**src/rtl/source_alu_pkg.sv**
```systemverilog
// Shared constants for the source_alu datapath: default width and opcode encodings.
package source_alu_pkg;

  localparam int unsigned W_DEFAULT = 5;

  localparam logic [1:0] OP_MUL    = 2'b00;
  localparam logic [1:0] OP_CMP    = 2'b01;
  localparam logic [1:0] OP_ADD    = 2'b10;
  localparam logic [1:0] OP_ADDSHR = 2'b11;

endpackage : source_alu_pkg

```
**src/rtl/source_alu_mul.sv**
```systemverilog
// Combinational W x W signed shift-and-add multiplier producing the full 2W-bit product.
module source_alu_mul #(
  parameter int unsigned W = 5
) (
  input  logic [W-1:0]   x,
  input  logic [W-1:0]   y,
  output logic [2*W-1:0] p
);

  localparam int unsigned PW = 2 * W;

  logic [PW-1:0] xe;
  logic [PW-1:0] acc;

  assign xe = {{W{x[W-1]}}, x};

  // The multiplier's sign bit carries negative weight, so its partial product is subtracted.
  always_comb begin
    acc = '0;
    for (int i = 0; i < int'(W) - 1; i++) begin
      if (y[i]) acc = acc + (xe << i);
    end
    if (y[W-1]) acc = acc - (xe << (W - 1));
  end

  assign p = acc;

endmodule : source_alu_mul

```
**src/rtl/source_alu.sv**
```systemverilog
// Four-function signed arithmetic unit (MUL, CMP max, ADD, ADDSHR) with registered outputs.
module source_alu
  import source_alu_pkg::*;
#(
  parameter int unsigned W = W_DEFAULT
) (
  input  logic         clk,
  input  logic         rst_n,
  input  logic [W-1:0] X,
  input  logic [W-1:0] Y,
  input  logic [1:0]   S,
  output logic [W-1:0] F,
  output logic         Cout,
  output logic         Overflow
);

  logic [2*W-1:0] prod;
  logic [W:0]     usum;
  logic [W:0]     ssum;
  logic           x_gt_y;
  logic           x_ge_y;
  logic           mul_ovf;
  logic           add_ovf;
  logic [W-1:0]   f_c;
  logic           cout_c;
  logic           ovf_c;

  source_alu_mul #(.W(W)) u_mul (
    .x (X),
    .y (Y),
    .p (prod)
  );

  assign usum   = {1'b0, X} + {1'b0, Y};
  assign ssum   = {X[W-1], X} + {Y[W-1], Y};
  assign x_gt_y = $signed(X) > $signed(Y);
  assign x_ge_y = $signed(X) >= $signed(Y);

  // Product fits in W signed bits only when its top W+1 bits are all copies of the sign.
  assign mul_ovf = ~((&prod[2*W-1:W-1]) | ~(|prod[2*W-1:W-1]));
  assign add_ovf = (X[W-1] == Y[W-1]) & (usum[W-1] != X[W-1]);

  // Result select
  always_comb begin
    f_c    = '0;
    cout_c = 1'b0;
    ovf_c  = 1'b0;
    unique case (S)
      OP_MUL: begin
        f_c   = prod[W-1:0];
        ovf_c = mul_ovf;
      end
      OP_CMP: begin
        f_c    = x_ge_y ? X : Y;
        cout_c = x_gt_y;
      end
      OP_ADD: begin
        f_c    = usum[W-1:0];
        cout_c = usum[W];
        ovf_c  = add_ovf;
      end
      OP_ADDSHR: begin
        f_c    = ssum[W:1];
        cout_c = usum[W];
      end
      default: begin
        f_c    = '0;
        cout_c = 1'b0;
        ovf_c  = 1'b0;
      end
    endcase
  end

  always_ff @(posedge clk or negedge rst_n) begin
    if (!rst_n) begin
      F        <= '0;
      Cout     <= 1'b0;
      Overflow <= 1'b0;
    end else begin
      F        <= f_c;
      Cout     <= cout_c;
      Overflow <= ovf_c;
    end
  end

endmodule : source_alu

```
**config.mk**
```make
export PLATFORM = sky130hd
export DESIGN_NAME = source_alu
export DESIGN_NICKNAME = d
export VERILOG_FILES = /design/src/rtl/source_alu_pkg.sv /design/src/rtl/source_alu_mul.sv /design/src/rtl/source_alu.sv
export SDC_FILE = /design/constraint.sdc
export NUM_CORES = 1
export LEC_CHECK = 0
export BUFFER_PORTS_ARGS = -buffer_cell sky130_fd_sc_hd__buf_2
export CAP_MARGIN = 20
export CORE_MARGIN = 3
export CORE_UTILIZATION = 60
export CTS_CLUSTER_DIAMETER = 150
export DETAILED_ROUTE_END_ITERATION = 8
export GPL_TIMING_DRIVEN = 0
export PLACE_DENSITY = 0.84
export SETUP_SLACK_MARGIN = 0.3
export SLEW_MARGIN = 5
export SYNTH_ARGS = -nofsm -noshare
export SYNTH_HDL_FRONTEND = slang
export SYNTH_HIERARCHICAL = 1
export SYNTH_SLANG_ARGS = --single-unit
```
**constraint.sdc**
```tcl
create_clock -name clk -period 1.3 [get_ports clk]
set_input_delay 0.325 -clock clk [delete_from_list [all_inputs] [get_ports clk]]
set_output_delay 0.325 -clock clk [all_outputs]
set_load 0.005 [all_outputs]
```
=== Word-level counts from Yosys, hierarchy flattened ===
Index checks and enable logic that the tools add are counted.

* Div/mod/pow operators: 0
* Magnitude comparators: 2
* Equality and inequality tests: 5
* Add/subtract/negate cells: 6
* Reductions and logical operators: 4
* $mul: 0
* Mux-type cells: 9
* Shift operators: 0
* Bitwise gates (word level): 4

{| class="wikitable"
|+ Operators with widths
! operator !! number
|-
| $mux 10 || 5
|-
| $add 10x10->10 || 3
|-
| $pmux 5 s4 || 1
|-
| $add 5x5->6 || 2
|-
| $sub 10x10->10 || 1
|-
| $reduce_and 6->1 || 1
|-
| $reduce_or 6->1 || 1
|-
| $ge 5x5->1 || 1
|-
| $gt 5x5->1 || 1
|-
| $mux 5 || 1
|-
| $eq 2x2->1 const B || 2
|-
| $pmux 1 s2 || 2
|-
| $eq 2x1->1 const B || 1
|-
| $logic_not 2->1 || 1
|-
| $not 1->1 || 2
|-
| $reduce_or 2->1 || 1
|-
| $and 1x1->1 || 1
|-
| $eq 1x1->1 || 1
|-
| $ne 1x1->1 || 1
|-
| $or 1x1->1 || 1
|}

* Bits of input ports: 14
* Memories kept: 0
* Latch bits: 0
* Bits in writable memories: 0
* Flip-flop bits (word level): 7
* Output and inout bits: 7
* Bits in read-only memories: 0

=== Longest topological paths before layout ===
Gate-level depths: netlist of run 1.

* Depth in word-level cells: 14
* Gate-level depth with buffers: 32
* Mapped depth without buffers: 31

=== Cells and area by module ===
The synthesis of run 1 kept the hierarchy.

{| class="wikitable"
|+ By module, submodules not included
! module !! times used !! cells each !! sequential area each (um^2) !! area an instance (um^2)
|-
| source_alu_mul || 1 || 179 || 0.0 || 1,306.3
|-
| source_alu || 1 || 98 || 175.2 || 823.3
|}

=== Least setup slack after synthesis of run 1 ===
Ideal clock, no wire load.

* Path kind: input to register
* Start point: input port Y[0]
* End point: register Overflow
* Cell stages on the path: 31
* Arrival time: 5,443 ps
* Setup slack: -4,222 ps
* Data required time: 1,221 ps
* Cell sequence: buf_2 -> and2_1 -> ha_1 -> inv_1 -> fa_1 -> o21ai_0 -> a21oi_1 -> inv_1 -> ha_1 -> a21oi_1 -> inv_2 -> ha_1 -> o21a_1 -> or3_1 -> a311o_1 -> ha_1 -> inv_1 -> o21bai_1 -> a21oi_1 -> xnor2_1 -> mux2_2 -> ha_1 -> nor2_1 -> a21oi_1 -> mux2_2 -> o2111ai_1 -> xnor2_1 -> nor2_1 -> a21oi_1 -> o21ai_0 -> a21oi_1

* Longest elaborated chain between the ends: 14
* Elaborated cells on any way between the ends: 18

{| class="wikitable"
|+ RTL lines
! what !! RTL line !! text
|-
| start, declared || source_alu.sv:10 || <nowiki>input logic [W-1:0] Y,</nowiki>
|-
| $mux 10 (*) || source_alu_mul.sv:21 || <nowiki>if (y[i]) acc = acc + (xe << i);</nowiki>
|-
| $add 10x10->10 || source_alu_mul.sv:21 ||
|-
| $mux 10 (*) || source_alu_mul.sv:21 ||
|-
| $add 10x10->10 || source_alu_mul.sv:21 ||
|-
| $mux 10 (*) || source_alu_mul.sv:21 ||
|-
| $add 10x10->10 || source_alu_mul.sv:21 ||
|-
| $mux 10 (*) || source_alu_mul.sv:21 ||
|-
| $sub 10x10->10 || source_alu_mul.sv:23 || <nowiki>if (y[W-1]) acc = acc - (xe << (W - 1));</nowiki>
|-
| $mux 10 (*) || source_alu_mul.sv:23 ||
|-
| via prod[9] || source_alu.sv:17 || <nowiki>logic [2*W-1:0] prod;</nowiki>
|-
| $reduce_or 6->1 || source_alu.sv:40 || <nowiki>assign mul_ovf = ~((&prod[2*W-1:W-1]) | ~(|prod[2*W-1:W-1]));</nowiki>
|-
| $not 1->1 || source_alu.sv:40 ||
|-
| $or 1x1->1 (*) || source_alu.sv:40 ||
|-
| $not 1->1 (*) || source_alu.sv:40 ||
|-
| $pmux 1 s2 (*) || source_alu.sv:48 || <nowiki>unique case (S)</nowiki>
|-
| via ovf_c || source_alu.sv:26 || <nowiki>logic ovf_c;</nowiki>
|-
| end signal, assigned || source_alu.sv:82 || <nowiki>Overflow <= ovf_c;</nowiki>
|-
| end, declared || source_alu.sv:14 || <nowiki>output logic Overflow</nowiki>
|}

The timed path passes the listed nets; every way through them passes the cells marked *.

=== Worst setup path in the final report of run 1 ===
Ends and elaborated chain as after synthesis.

==> impl_metrics.json, run 1 <==
{
  "netSwitchingFraction": 0.457,
  "place.gp.congestion": 0.809,
  "setup_violations": 7,
  "grt_pass1_vias": 2340,
  "area_delta_synth_final_pct": 32.8,
  "nets": 366,
  "chipHeight_um": 65.6,
  "cp.depth": 31,
  "cts-root-buf": "clkbuf_4",
  "post-route-min-period_ns": 5.36,
  "cp_num_buf_inv": 8,
  "p_per_area_nw_per_um2": 913,
  "rsz0062_at_grt": "true",
  "synthFlopType": "dfrtp_1",
  "synth_top_area_cell": "ha_1",
  "firstDrtPassIters": 4,
  "whs_ns": 0.420,
  "grt_max_degree": 11,
  "clk_pin_slew_ns": 0.06,
  "cts_made_buffers": 3,
  "violations": "negative setup slack",
  "worst_slew_pin_slew_ns": 0.578,
  "overflow": 0,
  "drtAntennaViolNets": 0,
  "synth_compound_area_frac": 0.238,
  "worstSetupEndpointType": "flop",
  "routed-via-count": 2337,
  "numClockSinks": 7,
  "p_sw_uw": 1180,
  "ys_types": 61,
  "drv_cap": 0,
  "rows": 21,
  "fin_ws_ns": -4.06,
  "ir_drop_v": 0.000724,
  "cts_max_level": 1,
  "synthAdderAreaFrac": 0.235,
  "yosys_register_bits": 7,
  "antenna_found_initial": 0,
  "crit_family": "adder cells",
  "initial_utilization": 0.628,
  "max_stage_delay_ns": 0.39,
  "worstSetupEndpoint": "Overflow",
  "status": "finished with violations",
  "wl_per_cell_um": 18.3,
  "synth_top_area_share": 0.188,
  "min_path_type": "input port to async pin",
  "n_antenna_cell": 0,
  "timing.final.max_slew_violations": 0,
  "ys_warn_count": 6,
  "grt_usage": 0.300,
  "pwr-share-seq": 0.101,
  "fp.dieW_um": 65.6,
  "post-place-ws_ns": -4.43,
  "synth_seq_area_share": 0.0823,
  "synth.area.mux_share": 0.112,
  "power_uw": 2580,
  "synthCells": 277,
  "netlist_area_um2": 2130,
  "drt_iter0_drc": 187,
  "p_clk_frac": 0.080,
  "arrival_ns": 5.47,
  "slowest_stage": "fa_2",
  "synthXorXnorAreaFrac": 0.0617,
  "async_flop_share": 1.00,
  "clock_path_buffers": 2,
  "portBuffers": 19,
  "hpwl_mm": 4.22,
  "synth_edf_count": 0,
  "cp.required_ns": 1.42,
  "fmax_ghz": 0.187,
  "cts_tree": "done",
  "fin_util": 0.834,
  "synth_nets": 328,
  "synth_top_family_by_area": "compound AO/OA/AOI/OAI gates",
  "fin_crit_sh": 4.12,
  "synthTopCellsByArea": "ha_1, dfrtp_1, mux2_2",
  "path_common_cell": "ha_4",
  "remaining_drc_errors": 0,
  "crit_start": "Y[0]",
  "crit_path_max_fanout": 3,
  "internal-power_uw": 1400,
  "io_pins": 21,
  "hold_violations": 0,
  "synth-simple-area-share": 0.196,
  "post_drt_via_cell_ratio": 6.49,
  "design.die.area_um2": 4300,
  "maxSlewHeadroom": 0.615,
  "drive_gt1_frac": 0.360,
  "worstSetupPathType": "input port to flop",
  "syn_avg_cell_area_um2": 7.69,
  "grt_pass1_wl_mm": 10.2,
  "wirelength_mm": 6.58,
  "combPwrFrac": 0.819,
  "start_kind": "input port",
  "p_leak_uw": 0.00123,
  "core_region_area_um2": 3390
}
==> state kept, by name (all words and copies together), names as in the netlist <==
signal    flops
F             5
Overflow      1
Cout          1
==> final cells by class <==
type	count	area, um2
multi-input combinational	229	2120
fill	194	562
timing repair buffer	33	260
sequential	7	175
inverter	31	129
buffer	10	60.1
tap	46	57.6
clock buffer	4	26.3
==> worst min-delay path by stage <==
stage | startpoint | to | slack (ns) | depth (start not counted)
3_5_place_dp | rst_n | F[4] | 0.16 | 1
3_3_place_gp | rst_n | Cout | 0.16 | 1
2_1_floorplan | rst_n | Cout | 0.03 | 0
5_1_grt | rst_n | F[1] | 0.45 | 2
6_report | rst_n | F[3] | 0.42 | 2
4_1_cts | rst_n | F[3] | 0.42 | 2
==> cells in the final DEF (no fill, tap or decap), types with 4 or more instances in the layout <==
cell type,Yosys,routed
inv_2,1,8
a21oi_1,21,12
nand3_1,7,7
buf_4,1,16
nor2_1,21,19
a21oi_2,0,8
mux2_4,1,4
o21ai_2,1,4
ha_1,32,17
buf_2,2,12
inv_1,29,21
ha_4,0,13
a21o_1,5,5
dfrtp_1,7,7
nor2b_1,4,4
clkbuf_1,6,7
o21ai_1,7,9
o21a_1,4,4
nand2_1,19,17
mux2i_1,10,9
nand2b_1,7,6
xnor2_1,11,9
mux2_2,11,8
==> metrics by stage <==
step	setup TNS (ns)	area (um2)	std cells
4_1_cts	-10.24	2700	358
3_5_place_dp	-13.05	2430	342
5_1_grt	-11.42	2830	360
6_report	-10.83	2830	360
3_3_place_gp	-12.80	2430	342
2_1_floorplan	-10.02	2280	277
==> power by group through the flow <==
stage / Clock (uW) / Combinational [uW] / Sequential [uW]
after detailed placement: 0 / 1620 / 262
after global placement: 0 / 1560 / 260
final: 206 / 2120 / 260
after global routing: 219 / 2270 / 263
after CTS: 207 / 1840 / 259
after floorplan: 0 / 1260 / 268
==> layer usage <==
metal	track usage	vias to the layer above	wire length, um
li1	-	1068	-
met1	0.338	1121	2560
met2	0.558	120	3430
met3	0.0359	28	373
met4	0.132	0	213
met5	0	-	0
==> cell families (layout without fill, tap and decap cells) <==
family | Yosys count | after routing
multiplexers | 22 | 22
XOR/XNOR | 15 | 15
buffers and inverters | 41 | 78
AO/OA/AOI/OAI | 74 | 74
AND/OR/NAND/NOR | 81 | 81
adder cells (fa/ha/maj) | 37 | 37
flip-flops | 7 | 7
==> cells in the mapped netlist, types with 2 or more instances <==
| cell type | count |
|---|---|
| fa_1 | 5 |
| nand3_1 | 7 |
| nor3_1 | 4 |
| a211oi_1 | 2 |
| nand4_1 | 2 |
| a221oi_1 | 2 |
| inv_1 | 29 |
| o21ai_0 | 7 |
| nand2_1 | 19 |
| o21a_1 | 4 |
| and2_1 | 3 |
| nand2b_1 | 7 |
| nor2_1 | 21 |
| o2111ai_1 | 2 |
| ha_1 | 32 |
| o21bai_1 | 3 |
| buf_2 | 2 |
| dfrtp_1 | 7 |
| a22oi_1 | 2 |
| a21o_1 | 5 |
| a21oi_1 | 21 |
| o311ai_0 | 3 |
| o21ai_1 | 7 |
| xnor2_1 | 11 |
| xor2_1 | 4 |
| clkbuf_1 | 6 |
| mux2_2 | 11 |
| or2_2 | 2 |
| nor2b_1 | 4 |
| o211ai_1 | 2 |
| a31oi_1 | 2 |
| mux2i_1 | 10 |
==> what timing repair did <==
action | in CTS | in global routing
setup endpoints to repair | 14 | 14
pin swaps | 23 | 20
buffers inserted | 11 | 2
hold buffers | 1 | 0
gates resized for setup | 35 | 19
hold endpoints to repair | 7 | 0
(Power assumes the default switching activity.)
==> inputs of run 2 (changes only) <==
- CORE_ASPECT_RATIO: default -> 0.5
- GPL_ROUTABILITY_DRIVEN: default -> 0
==> run 2 against run 1 <==
The flow still finishes with violations (negative setup slack). Final area up 3.5%. Cell count up 1.1%. Combinational power up 8%. Wire length up 28%. Global-route usage up 1.6 points. Critical path depth up 3. Die area up 1.0%. Utilization up 8.4 points. Maximum frequency down 5.0%. Non-clock buffer count up 2. Sequential cell count unchanged.
==> impl_metrics.json, run 2 (synthesized netlist as in run 1, its figures left out) <==
{
  "largest_registers": "F: 5 flops, Cout: 1 flops, Overflow: 1 flops",
  "pwr-share-seq": 0.091,
  "overflow": 0,
  "grt_pass1_wl_mm": 10.8,
  "firstDrtPassIters": 7,
  "worstSetupPathType": "input port to flop",
  "netSwitchingFraction": 0.464,
  "nets": 368,
  "largest-register": "F",
  "routed-via-count": 2586,
  "hpwl_mm": 4.46,
  "worst_slew_pin_slew_ns": 0.649,
  "drv_cap": 0,
  "crit_path_max_fanout": 4,
  "cts_max_level": 1,
  "p_clk_frac": 0.105,
  "wirelength_mm": 8.45,
  "setup_violations": 7,
  "grt_max_degree": 11,
  "rsz0062_at_grt": "true",
  "violations": "negative setup slack",
  "multi_input_area_um2": 2180,
  "start_kind": "input port",
  "layout_common_cells": "inv_1, nor2_1, buf_4",
  "hold_violations": 0,
  "fin_crit_sh": 4.34,
  "combPwrFrac": 0.804,
  "drtAntennaViolNets": 0,
  "regArea_um2": 175,
  "internal-power_uw": 1530,
  "fin_util": 0.918,
  "cts_tree": "done",
  "placed_cell_area_um2": 2440,
  "maxSlewHeadroom": 0.568,
  "antenna_found_initial": 0,
  "numClockSinks": 7,
  "area_delta_synth_final_pct": 37.4,
  "cp.required_ns": 1.44,
  "timing.final.max_slew_violations": 0,
  "largest_reg_flops": 5,
  "post-route-min-period_ns": 5.64,
  "fmax_ghz": 0.177,
  "post-place-ws_ns": -4.49,
  "portBuffers": 19,
  "post_drt_via_cell_ratio": 7.10,
  "max_stage_delay_ns": 0.37,
  "core_region_area_um2": 3190,
  "fillers": 128,
  "p_leak_uw": 0.00125,
  "grt_usage": 0.316,
  "min_path_type": "input port to async pin",
  "cts-root-buf": "clkbuf_8",
  "clk_pin_slew_ns": 0.04,
  "drive_gt1_frac": 0.396,
  "final_cells": 364,
  "arrival_ns": 5.77,
  "status": "finished with violations",
  "p_per_area_nw_per_um2": 975,
  "io_pins": 21,
  "fp.dieW_um": 90.3,
  "n_antenna_cell": 0,
  "chipHeight_um": 48.1,
  "design.die.area_um2": 4340,
  "drt_iter0_drc": 300,
  "cts_made_buffers": 3,
  "ir_drop_v": 0.000629,
  "remaining_drc_errors": 0,
  "clock_path_buffers": 2,
  "slowest_stage": "fa_2",
  "grt_pass1_vias": 2297,
  "fin_ws_ns": -4.34,
  "path_common_cell": "ha_4",
  "crit_start": "Y[0]",
  "design_area_um2": 2930,
  "worstSetupEndpointType": "flop",
  "rows": 14,
  "final_common_cell": "inv_1",
  "wl_per_cell_um": 23.2,
  "whs_ns": 0.472,
  "place_inst": 344,
  "initial_utilization": 0.668,
  "p_sw_uw": 1320
}
run 2: cell count changes in the layout (fill, tap and decap cells not counted), sizes merged:
| cell | before | now |
|---|---|---|
| buf | 36 | 38 |
run 2: how the worst max path moves through the flow:
stage / endpoint / slack [ns]
after floorplan: Overflow / -3.76
after global placement: Overflow / -4.30
after detailed placement: Overflow / -4.49
after CTS: Overflow / -3.94
after global routing: Overflow / -4.50
final: Overflow / -4.34
run 2: routing by layer:
layer | share of wire | wire [um] | GRT usage
met1 | 0.36 | 3080 | 0.356
met2 | 0.44 | 3720 | 0.632
met3 | 0.11 | 946 | 0.0385
met4 | 0.083 | 703 | 0.176
met5 | 0 | 0 | 0
run 2: cell type report:
type                            instances  area share
Tap cell                               48      0.0205
Buffer                                 10      0.0205
Inverter                               31      0.0440
Timing Repair Buffer                   35      0.0949
Clock buffer                            4      0.0154
Sequential cell                         7      0.0599
Multi-Input combinational cell        229       0.745
run 2: metrics by stage:
stage          setup TNS [ns]  total power (uW)
5_1_grt                -12.18              2960
3_5_place_dp           -13.28              1890
6_report               -11.61              2850
3_3_place_gp           -12.58              1810
2_1_floorplan          -10.02              1530
4_1_cts                -10.49              2470
run 2: critical path: cells and delay by family:
| family | cells | cell delay (ns) |
|---|---|---|
| buffers and inverters | 6 | 0.45 |
| AOI/OAI and AO/OA | 15 | 2.33 |
| and+or+nand+nor | 4 | 0.41 |
| xor gates and xnor gates | 2 | 0.26 |
| adders and majority gates | 6 | 1.64 |
| muxes | 1 | 0.33 |
run 2: what timing repair did:
item	in CTS	in global routing
gates resized for setup	48	18
buffers inserted	10	5
hold buffers	1	0
endpoints found under the hold margin	7	0
setup endpoints to repair	14	14
pin swaps	28	8
run 2: power by group through the flow:
stage / registers (uW) / logic [uW] / clock network [uW]
2_1_floorplan: 268 / 1260 / 0
3_3_place_gp: 261 / 1550 / 0
3_5_place_dp: 262 / 1630 / 0
4_1_cts: 259 / 1910 / 297
5_1_grt: 262 / 2390 / 308
6_report: 261 / 2290 / 299
